### src/rtl/mdu_seq.sv
// Multi-cycle RV64M multiply/divide sequencer: shift-add multiplier and restoring
// divider retiring one bit per cycle, with a one-cycle sign/width fix-up stage.
module mdu_seq #(
  parameter int XLEN = 64
) (
  input  logic            clk,
  input  logic            reset,
  input  logic            flush,
  input  logic            in_valid,
  output logic            in_ready,
  input  logic [2:0]      op,
  input  logic            word,
  input  logic [XLEN-1:0] a,
  input  logic [XLEN-1:0] b,
  output logic            out_valid,
  input  logic            out_ready,
  output logic [XLEN-1:0] result,
  output logic            busy
);

  localparam int HALF = XLEN / 2;
  localparam int CW   = $clog2(XLEN);

  localparam logic [2:0] OP_MUL  = 3'd0;
  localparam logic [2:0] OP_DIV  = 3'd1;
  localparam logic [2:0] OP_DIVU = 3'd2;
  localparam logic [2:0] OP_REM  = 3'd3;
  localparam logic [2:0] OP_REMU = 3'd4;

  localparam logic [XLEN-1:0] ZERO = {XLEN{1'b0}};
  localparam logic [XLEN-1:0] ONES = {XLEN{1'b1}};
  localparam logic [XLEN-1:0] ONE  = {{(XLEN-1){1'b0}}, 1'b1};
  localparam logic [CW-1:0]   CNT_D   = CW'(XLEN - 1);
  localparam logic [CW-1:0]   CNT_W   = CW'(HALF - 1);
  localparam logic [CW-1:0]   CNT_Z   = {CW{1'b0}};
  localparam logic [CW-1:0]   CNT_ONE = {{(CW-1){1'b0}}, 1'b1};

  typedef enum logic [1:0] {IDLE, BUSY, FIX, DONE} state_t;

  function automatic logic [XLEN-1:0] sext_half(input logic [HALF-1:0] v);
    return {{HALF{v[HALF-1]}}, v};
  endfunction

  function automatic logic [XLEN-1:0] neg(input logic [XLEN-1:0] v);
    return ~v + ONE;
  endfunction

  state_t            state_r;
  logic [2:0]        op_r;
  logic              word_r;
  logic [CW-1:0]     cnt_r;
  logic [2*XLEN-1:0] acc_r;
  logic [2*XLEN-1:0] mcand_r;
  logic [XLEN-1:0]   mplier_r;
  logic [XLEN:0]     rem_r;
  logic [XLEN-1:0]   dvd_r;
  logic [XLEN-1:0]   dvs_r;
  logic [XLEN-1:0]   quo_r;
  logic              neg_q_r;
  logic              neg_r_r;
  logic [XLEN-1:0]   result_r;
  logic              in_ready_r;
  logic              out_valid_r;
  logic              busy_r;

  logic            sgn_s, is_div_s, rsvd_s, bz_s, ovf_s, special_s;
  logic            a_neg_s, b_neg_s;
  logic [XLEN-1:0] ea_s, eb_s, min_s, a_mag_s, b_mag_s, aligned_s, spec_res_s;
  logic            ge_s;
  logic [XLEN-1:0] r_s, raw_s, fix_res_s;

  // Operand decode at acceptance: effective width, magnitudes and special cases.
  always_comb begin
    sgn_s    = (op == OP_DIV) || (op == OP_REM);
    is_div_s = (op != OP_MUL) && (op <= OP_REMU);
    rsvd_s   = (op > OP_REMU);
    if (word) begin
      ea_s  = sgn_s ? sext_half(a[HALF-1:0]) : {{HALF{1'b0}}, a[HALF-1:0]};
      eb_s  = sgn_s ? sext_half(b[HALF-1:0]) : {{HALF{1'b0}}, b[HALF-1:0]};
      min_s = {{(HALF+1){1'b1}}, {(HALF-1){1'b0}}};
    end else begin
      ea_s  = a;
      eb_s  = b;
      min_s = {1'b1, {(XLEN-1){1'b0}}};
    end
    a_neg_s = sgn_s & ea_s[XLEN-1];
    b_neg_s = sgn_s & eb_s[XLEN-1];
    a_mag_s = a_neg_s ? neg(ea_s) : ea_s;
    b_mag_s = b_neg_s ? neg(eb_s) : eb_s;
    // Word dividends are left-aligned so the iteration always consumes from the MSB.
    aligned_s = word ? {a_mag_s[HALF-1:0], {HALF{1'b0}}} : a_mag_s;
    bz_s      = is_div_s && (eb_s == ZERO);
    ovf_s     = sgn_s && (ea_s == min_s) && (eb_s == ONES);
    special_s = rsvd_s || bz_s || ovf_s;
    if (rsvd_s) begin
      spec_res_s = ZERO;
    end else if (bz_s) begin
      if ((op == OP_DIV) || (op == OP_DIVU)) begin
        spec_res_s = ONES;
      end else begin
        spec_res_s = word ? sext_half(a[HALF-1:0]) : a;
      end
    end else if (ovf_s) begin
      spec_res_s = (op == OP_DIV) ? ea_s : ZERO;
    end else begin
      spec_res_s = ZERO;
    end
  end

  // Restoring-divide step: rem_r holds the shifted trial remainder.
  always_comb begin
    ge_s = (rem_r >= {1'b0, dvs_r});
    if (ge_s) begin
      r_s = rem_r[XLEN-1:0] - dvs_r;
    end else begin
      r_s = rem_r[XLEN-1:0];
    end
  end

  // Final sign correction and word sign-extension.
  always_comb begin
    case (op_r)
      OP_MUL:  raw_s = acc_r[XLEN-1:0];
      OP_DIV:  raw_s = neg_q_r ? neg(quo_r) : quo_r;
      OP_DIVU: raw_s = quo_r;
      OP_REM:  raw_s = neg_r_r ? neg(rem_r[XLEN-1:0]) : rem_r[XLEN-1:0];
      OP_REMU: raw_s = rem_r[XLEN-1:0];
      default: raw_s = ZERO;
    endcase
    if (word_r) begin
      fix_res_s = sext_half(raw_s[HALF-1:0]);
    end else begin
      fix_res_s = raw_s;
    end
  end

  // Sequencer state, datapath registers and registered handshake outputs.
  always_ff @(posedge clk) begin
    if (reset) begin
      state_r     <= IDLE;
      op_r        <= 3'd0;
      word_r      <= 1'b0;
      cnt_r       <= CNT_Z;
      acc_r       <= {(2*XLEN){1'b0}};
      mcand_r     <= {(2*XLEN){1'b0}};
      mplier_r    <= ZERO;
      rem_r       <= {(XLEN+1){1'b0}};
      dvd_r       <= ZERO;
      dvs_r       <= ZERO;
      quo_r       <= ZERO;
      neg_q_r     <= 1'b0;
      neg_r_r     <= 1'b0;
      result_r    <= ZERO;
      in_ready_r  <= 1'b1;
      out_valid_r <= 1'b0;
      busy_r      <= 1'b0;
    end else if (flush) begin
      state_r     <= IDLE;
      cnt_r       <= CNT_Z;
      in_ready_r  <= 1'b1;
      out_valid_r <= 1'b0;
      busy_r      <= 1'b0;
    end else begin
      case (state_r)
        IDLE: begin
          if (in_valid && in_ready_r) begin
            op_r       <= op;
            word_r     <= word;
            cnt_r      <= word ? CNT_W : CNT_D;
            acc_r      <= {(2*XLEN){1'b0}};
            mcand_r    <= {ZERO, ea_s};
            mplier_r   <= eb_s;
            rem_r      <= {ZERO, aligned_s[XLEN-1]};
            dvd_r      <= {aligned_s[XLEN-2:0], 1'b0};
            dvs_r      <= b_mag_s;
            quo_r      <= ZERO;
            neg_q_r    <= a_neg_s ^ b_neg_s;
            neg_r_r    <= a_neg_s;
            in_ready_r <= 1'b0;
            busy_r     <= 1'b1;
            if (special_s) begin
              state_r     <= DONE;
              result_r    <= spec_res_s;
              out_valid_r <= 1'b1;
            end else begin
              state_r <= BUSY;
            end
          end
        end
        BUSY: begin
          acc_r    <= mplier_r[0] ? (acc_r + mcand_r) : acc_r;
          mcand_r  <= {mcand_r[2*XLEN-2:0], 1'b0};
          mplier_r <= {1'b0, mplier_r[XLEN-1:1]};
          quo_r    <= {quo_r[XLEN-2:0], ge_s};
          dvd_r    <= {dvd_r[XLEN-2:0], 1'b0};
          if (cnt_r == CNT_Z) begin
            rem_r   <= {1'b0, r_s};
            state_r <= FIX;
          end else begin
            rem_r <= {r_s, dvd_r[XLEN-1]};
            cnt_r <= cnt_r - CNT_ONE;
          end
        end
        FIX: begin
          result_r    <= fix_res_s;
          out_valid_r <= 1'b1;
          state_r     <= DONE;
        end
        DONE: begin
          if (out_ready) begin
            state_r     <= IDLE;
            out_valid_r <= 1'b0;
            in_ready_r  <= 1'b1;
            busy_r      <= 1'b0;
          end
        end
        default: begin
          state_r     <= IDLE;
          in_ready_r  <= 1'b1;
          out_valid_r <= 1'b0;
          busy_r      <= 1'b0;
        end
      endcase
    end
  end

  assign in_ready  = in_ready_r;
  assign out_valid = out_valid_r;
  assign result    = result_r;
  assign busy      = busy_r;

endmodule

### config.mk
export PLATFORM = sky130hd
export DESIGN_NAME = mdu_seq
export DESIGN_NICKNAME = d
export VERILOG_FILES = /design/src/rtl/mdu_seq.sv
export SDC_FILE = /design/constraint.sdc
export NUM_CORES = 2
export LEC_CHECK = 0
export BUFFER_PORTS_ARGS = -buffer_cell sky130_fd_sc_hd__buf_2
export CAP_MARGIN = 20
export CORE_MARGIN = 3
export CORE_UTILIZATION = 40
export CTS_CLUSTER_SIZE = 24
export DETAILED_ROUTE_END_ITERATION = 8
export PLACE_DENSITY_LB_ADDON = 0.3
export SYNTH_ARGS = -nofsm -noshare
export SYNTH_HDL_FRONTEND = slang
export SYNTH_SLANG_ARGS = --single-unit
### constraint.sdc
create_clock -name clk -period 7.3 [get_ports clk]
set_input_delay 1.825 -clock clk [delete_from_list [all_inputs] [get_ports clk]]
set_output_delay 1.825 -clock clk [all_outputs]
set_load 0.05 [all_outputs]
# After elaboration in Yosys (flattened, before gate mapping)
# Cells that the tools add are included.
[word_totals]
reg_bits = 658
word_cells = 134
[op_classes]
addsub = 7
n_lt_le_gt_ge = 3
eq_ne = 18
muxes = 54
bitwise_logic = 8
n_reduce_logical = 27
[ops]
columns = ["cell", "n"]
rows = [
  ["two-way mux 64 bit", 22],
  ["one-hot mux 128 bit (2 select lines)", 2],
  ["one-hot mux 64 bit (2 select lines)", 4],
  ["two-way mux 128 bit", 3],
  ["one-hot mux 64 bit (5 select lines)", 1],
  ["adder 64 x 1 -> 64 bit (second input constant)", 4],
  ["inverter 64 bit", 4],
  ["two-way mux 65 bit", 2],
  ["one-hot mux 65 bit (2 select lines)", 1],
  ["adder 128 bit", 1],
  ["greater-or-equal comparator 65 x 64 -> 1 bit", 1],
  ["equality test 64 bit", 1],
  ["equality test 64 bit (second input constant)", 1],
  ["zero test 64 bit", 1],
  ["subtractor 64 bit", 1],
  ["two-way mux 63 bit", 1],
  ["two-way mux 6 bit", 3],
  ["AND reduction 3 bit", 5],
  ["equality test 3 x 2 -> 1 bit (second input constant)", 4],
  ["inequality test 2 bit (second input constant)", 6],
  ["one-hot mux 6 bit (2 select lines)", 1],
  ["AND reduction 4 bit", 3],
  ["two-way mux 2 bit", 4],
  ["one-hot mux 2 bit (4 select lines)", 1],
  ["21 further kinds", 40],
]

# Depth between registers and ports, before layout
[depth]
depth_word = 13
ltp_mapped = 16
mapped_depth_nobuf = 15

# Worst setup path after synthesis
# No wires, ideal clock.
[synth_path]
kind = "in2reg"
startpoint = "input b[6]"
endpoint = "register result_r[46] (netlist: result[46])"
setup_time_ns = 0.120
arrival_ns = 4.944
t_required_ns = 7.180
slack_ns = 2.236
path_stages = 11
cell_sequence = "nor4_4 > nand2b_1 > or4_4 > or3_4 > nand2b_4 > or4_4 > buf_6 > and4b_4 > or3_4 > a21o_1 > o31a_1"
[synth_between]
elab_chain_len = 10
word_cells_on_any_way = 16
cone_classes = "eq/ne (2); mux (8); reduce/logical (6)"
[synth_lines]
columns = ["item", "line_no", "rtl"]
rows = [
  ["from (decl)", "14", "input logic [XLEN-1:0] b,"],
  ["two-way mux 64 bit", "79", "eb_s = sgn_s ? sext_half(b[HALF-1:0]) : {{HALF{1'b0}}, b[HALF-1:0]};"],
  ["two-way mux 64 bit *", "77", "if (word) begin"],
  ["equality test 64 bit", "93", "ovf_s = sgn_s && (ea_s == min_s) && (eb_s == ONES);"],
  ["logical AND 1 bit", "93", ""],
  ["two-way mux 64 bit", "103", "end else if (ovf_s) begin"],
  ["two-way mux 64 bit", "97", "end else if (bz_s) begin"],
  ["two-way mux 64 bit", "95", "if (rsvd_s) begin"],
  ["two-way mux 64 bit", "181", "if (special_s) begin"],
  ["two-way mux 64 bit", "166", "if (in_valid && in_ready_r) begin"],
  ["one-hot mux 64 bit (2 select lines)", "164", "case (state_r)"],
  ["to (signal assigned)", "183", "result_r <= spec_res_s;"],
  ["to (signal assigned)", "205", "result_r <= fix_res_s;"],
  ["to (decl)", "61", "logic [XLEN-1:0] result_r;"],
]
# Every way passes the cells marked *; elsewhere a longest branch is shown, timed or not. The select of a mux whose other input is x is not followed.
# A chain may end at the register's enable or synchronous reset.

# Worst setup path after layout
[layout_path]
startpoint = "input word"
endpoint = "register result_r[30] (netlist: result[30])"
[layout_between]
elab_chain_len = 10
word_cells_on_any_way = 20
cone_classes = "eq/ne (3); mux (10); reduce/logical (7)"
[layout_lines]
columns = ["item", "line_no", "rtl"]
rows = [
  ["from (decl)", "12", "input logic word,"],
  ["two-way mux 64 bit or two-way mux 63 bit (tied branches)", "77", ""],
  ["equality test 64 bit", "93", ""],
  ["logical AND 1 bit (2 in a row)", "93", ""],
  ["two-way mux 64 bit", "103", ""],
  ["two-way mux 64 bit", "97", ""],
  ["two-way mux 64 bit", "95", ""],
  ["two-way mux 64 bit", "181", ""],
  ["two-way mux 64 bit", "166", ""],
  ["one-hot mux 64 bit (2 select lines)", "164", ""],
]
# Several ways; a longest one is shown, not always the timed one. The select of a mux whose other input is x is not followed.

==> results.json <==
{
  "status": "completed",
  "fin_tns_setup_ns": 0,
  "grt_pass1_vias": 37470,
  "viasPerCell": 6.358,
  "initial_core_util": 0.4055,
  "grt_pass1_wl_mm": 244.8,
  "synth-edff-count": 0,
  "die_x_um": 317.3,
  "cts-buffers-inserted": 67,
  "grt_start_max_net_pins": 109,
  "dp.cells": 6430,
  "clockBufferDepth": 3,
  "hold_viol": 0,
  "ys_warn_count": 0,
  "hp-start": "mplier_r[52]",
  "rsz0062_at_grt": "no",
  "area_delta_synth_final_pct": 9.655,
  "ys_types": 88,
  "fmax_mhz": 186.7,
  "yosysTopAreaCell": "dfxtp_1",
  "root_buffer": "clkbuf_16",
  "crit_required_ns": 7.77,
  "hpwl_mm": 124.9,
  "ant_nets": 0,
  "synthesis.area_um2": 38760,
  "finClkSkew_ns": 0.01976,
  "slew_headroom": 0.1912,
  "critPathMostFrequentCell": "buf_4",
  "synth_seq_cells": 529,
  "fin_crit_sh": 0.7338,
  "syn_inst": 5340,
  "cp.arrival_ns": 5.83,
  "whs_endpoint": "mplier_r[52]",
  "die-height_um": 317.3,
  "drive_above_1_share": 0.08384,
  "crit_buf_inv": 3,
  "hold_class": "reg -> reg",
  "cts_sinks": 529,
  "wl_mm": 166.6,
  "cts_tree": "yes",
  "fp.dieArea_um2": 100700,
  "io_buffers": 203,
  "slowest_delay_ns": 0.69,
  "layout_common_cells": "667 x nor2_1, 524 x dfxtp_1, 489 x nand2_1",
  "reg2reg_to": "acc_r[60]",
  "drv_slew": 0,
  "cts.clk_slew.worst_paths_ns": 0.06,
  "grtUsageTotal": 0.3181,
  "ios": 204,
  "layout_min_cycle_time_ns": 5.357,
  "regToRegStartpoint": "mcand_r[0]",
  "first_pass_iters": 7,
  "cp_top_family": "simple AND/OR/NAND/NOR gates",
  "max-cap-violations": 0,
  "clk_latency_ns": 0.63,
  "grt_antenna_before_repair": 21,
  "start_kind": "input pin",
  "postCtsSetupBuffers": 0,
  "syn_avg_cell_area_um2": 7.258,
  "drt-initial-drc-count": 5168,
  "vdd_drop_max_mv": 0.1689,
  "final_cells": 6560,
  "netlist_top_cells_area": "dfxtp_1 27%, nor2_1 6.5%, a21oi_1 6.2%, o21ai_0 6.0%, nand2_1 4.7%",
  "min_path_cells": 2,
  "ff2ff_path_depth": 13,
  "power_density_nw_per_um2": 214.2,
  "critPathCaptureType": "flip-flop",
  "total_leakage_power_nw": 16.57,
  "postSynth.topFlopCell": "dfxtp_1",
  "grt_overflow": 0,
  "path_cells": "buf_4, buf_4, nand3_1, a21oi_1, nand4_1, nor4_1, nand4_1, and4b_4, nor3_4, buf_4, nand3_1, o22ai_1, nor2_1",
  "async_flop_share": 0,
  "netlist.area_leader.share": 0.2732,
  "coreArea_um2": 95580,
  "finalSetupViolations": 0,
  "nets": 5515,
  "drc": 0,
  "ys_seq_area_frac": 0.2732,
  "crit_slowest_cell": "buf_4",
  "worst_pin_slew_ns": 1.213,
  "globalplace.congestion": 1.011,
  "fin_hold_ws_ns": 0.4499,
  "layout_commonest_cell": "nor2_1",
  "vias": 41710,
  "cts_resized": 0,
  "r2r_slack_ns": 2.41,
  "hold_buffers": 0,
  "rows": 113,
  "wl_per_cell_um": 25.40,
  "cp_max_fo": 95,
  "htreeDepth": 3,
  "synth_nets": 5618,
  "critical_path_class": "in -> reg"
}
[synth_stat cells (all sizes together) (124+ instances only)]
cell / n
xor2: 203
mux2i: 136
ha: 139
o21ai: 471
clkbuf: 382
a21oi: 479
nor2: 674
nor3: 124
xnor2: 133
nand2: 489
dfxtp: 529
a211oi: 147
inv: 126
[metrics by stage]
step,setup WS (ns),area (µm²),total power [mW],utilization
after floorplan,2.236,38760,4.937,-
after global placement,1.096,40270,5.725,0.4213
after detailed placement,1.021,40270,5.734,0.4213
after CTS,1.691,42430,9.074,0.4440
after global routing,1.789,42480,9.463,0.4444
final,1.943,42500,9.105,0.4447
[registers in the layout (all words and copies together) (netlist names), 2 cells and up, named ones only]
signal	count
rem_r	64
dvd_r	63
mplier_r	64
cnt_r	6
mcand_r	64
quo_r	64
acc_r	64
result	64
dvs_r	64
op_r	3
state_r	2
[cell families after synthesis]
group / Yosys count / synth area share
AO/OA/AOI/OAI: 1860 / 0.3035
adder cells (fa/ha/maj): 141 / 0.04590
multiplexers: 145 / 0.03774
AND/OR/NAND/NOR: 1761 / 0.2077
flip-flops: 529 / 0.2732
buffers and inverters: 568 / 0.05604
XOR/XNOR: 336 / 0.07593
[worst max path at each step]
stage / cells past startpoint / slack (ns) / to / startpoint
5_1_grt: 12 / 1.79 / result[30] / a[16]
2_1_floorplan: 11 / 2.24 / result[46] / b[6]
6_report: 13 / 1.94 / result[30] / word
4_1_cts: 11 / 1.69 / result[46] / b[6]
3_5_place_dp: 11 / 1.02 / result[46] / b[6]
3_3_place_gp: 11 / 1.10 / result[46] / b[6]
[worst reg2reg max path: cells and delay by family (launching register included)]
family / cells / cell delay [ns]
XOR/XNOR: 1 / 0.14
flip-flops: 1 / 0.55
AND/OR/NAND/NOR: 1 / 0.56
AO/OA/AOI/OAI: 9 / 3.02
adder cells (fa/ha/maj): 2 / 0.57
[power breakdown]
group / leakage (nW) / internal, mW / switching [mW] / total (mW)
logic: 11.2 / 0.788 / 1.74 / 2.53
clock network: 1.05 / 1.97 / 1.38 / 3.35
registers: 4.31 / 3.06 / 0.169 / 3.23
[layout make-up]
type / count / area (µm²)
clock buffer: 93 / 1939
tap: 1265 / 1583
inverter: 127 / 476.7
clock inverter: 23 / 229.0
antenna: 11 / 27.53
sequential: 529 / 10600
timing repair buffer: 269 / 1554
multi-input combinational: 4243 / 26090
fill: 9969 / 53070
[layer usage]
layer / vias to the layer above / GRT usage / part of all wire
met5: - / 0.0004836 / 0.00085
met4: 18 / 0.1551 / 0.055
met3: 467 / 0.07384 / 0.10
met2: 2244 / 0.4713 / 0.42
met1: 19780 / 0.4328 / 0.42
li1: 19200 / - / -
(Power assumes the default switching activity.)
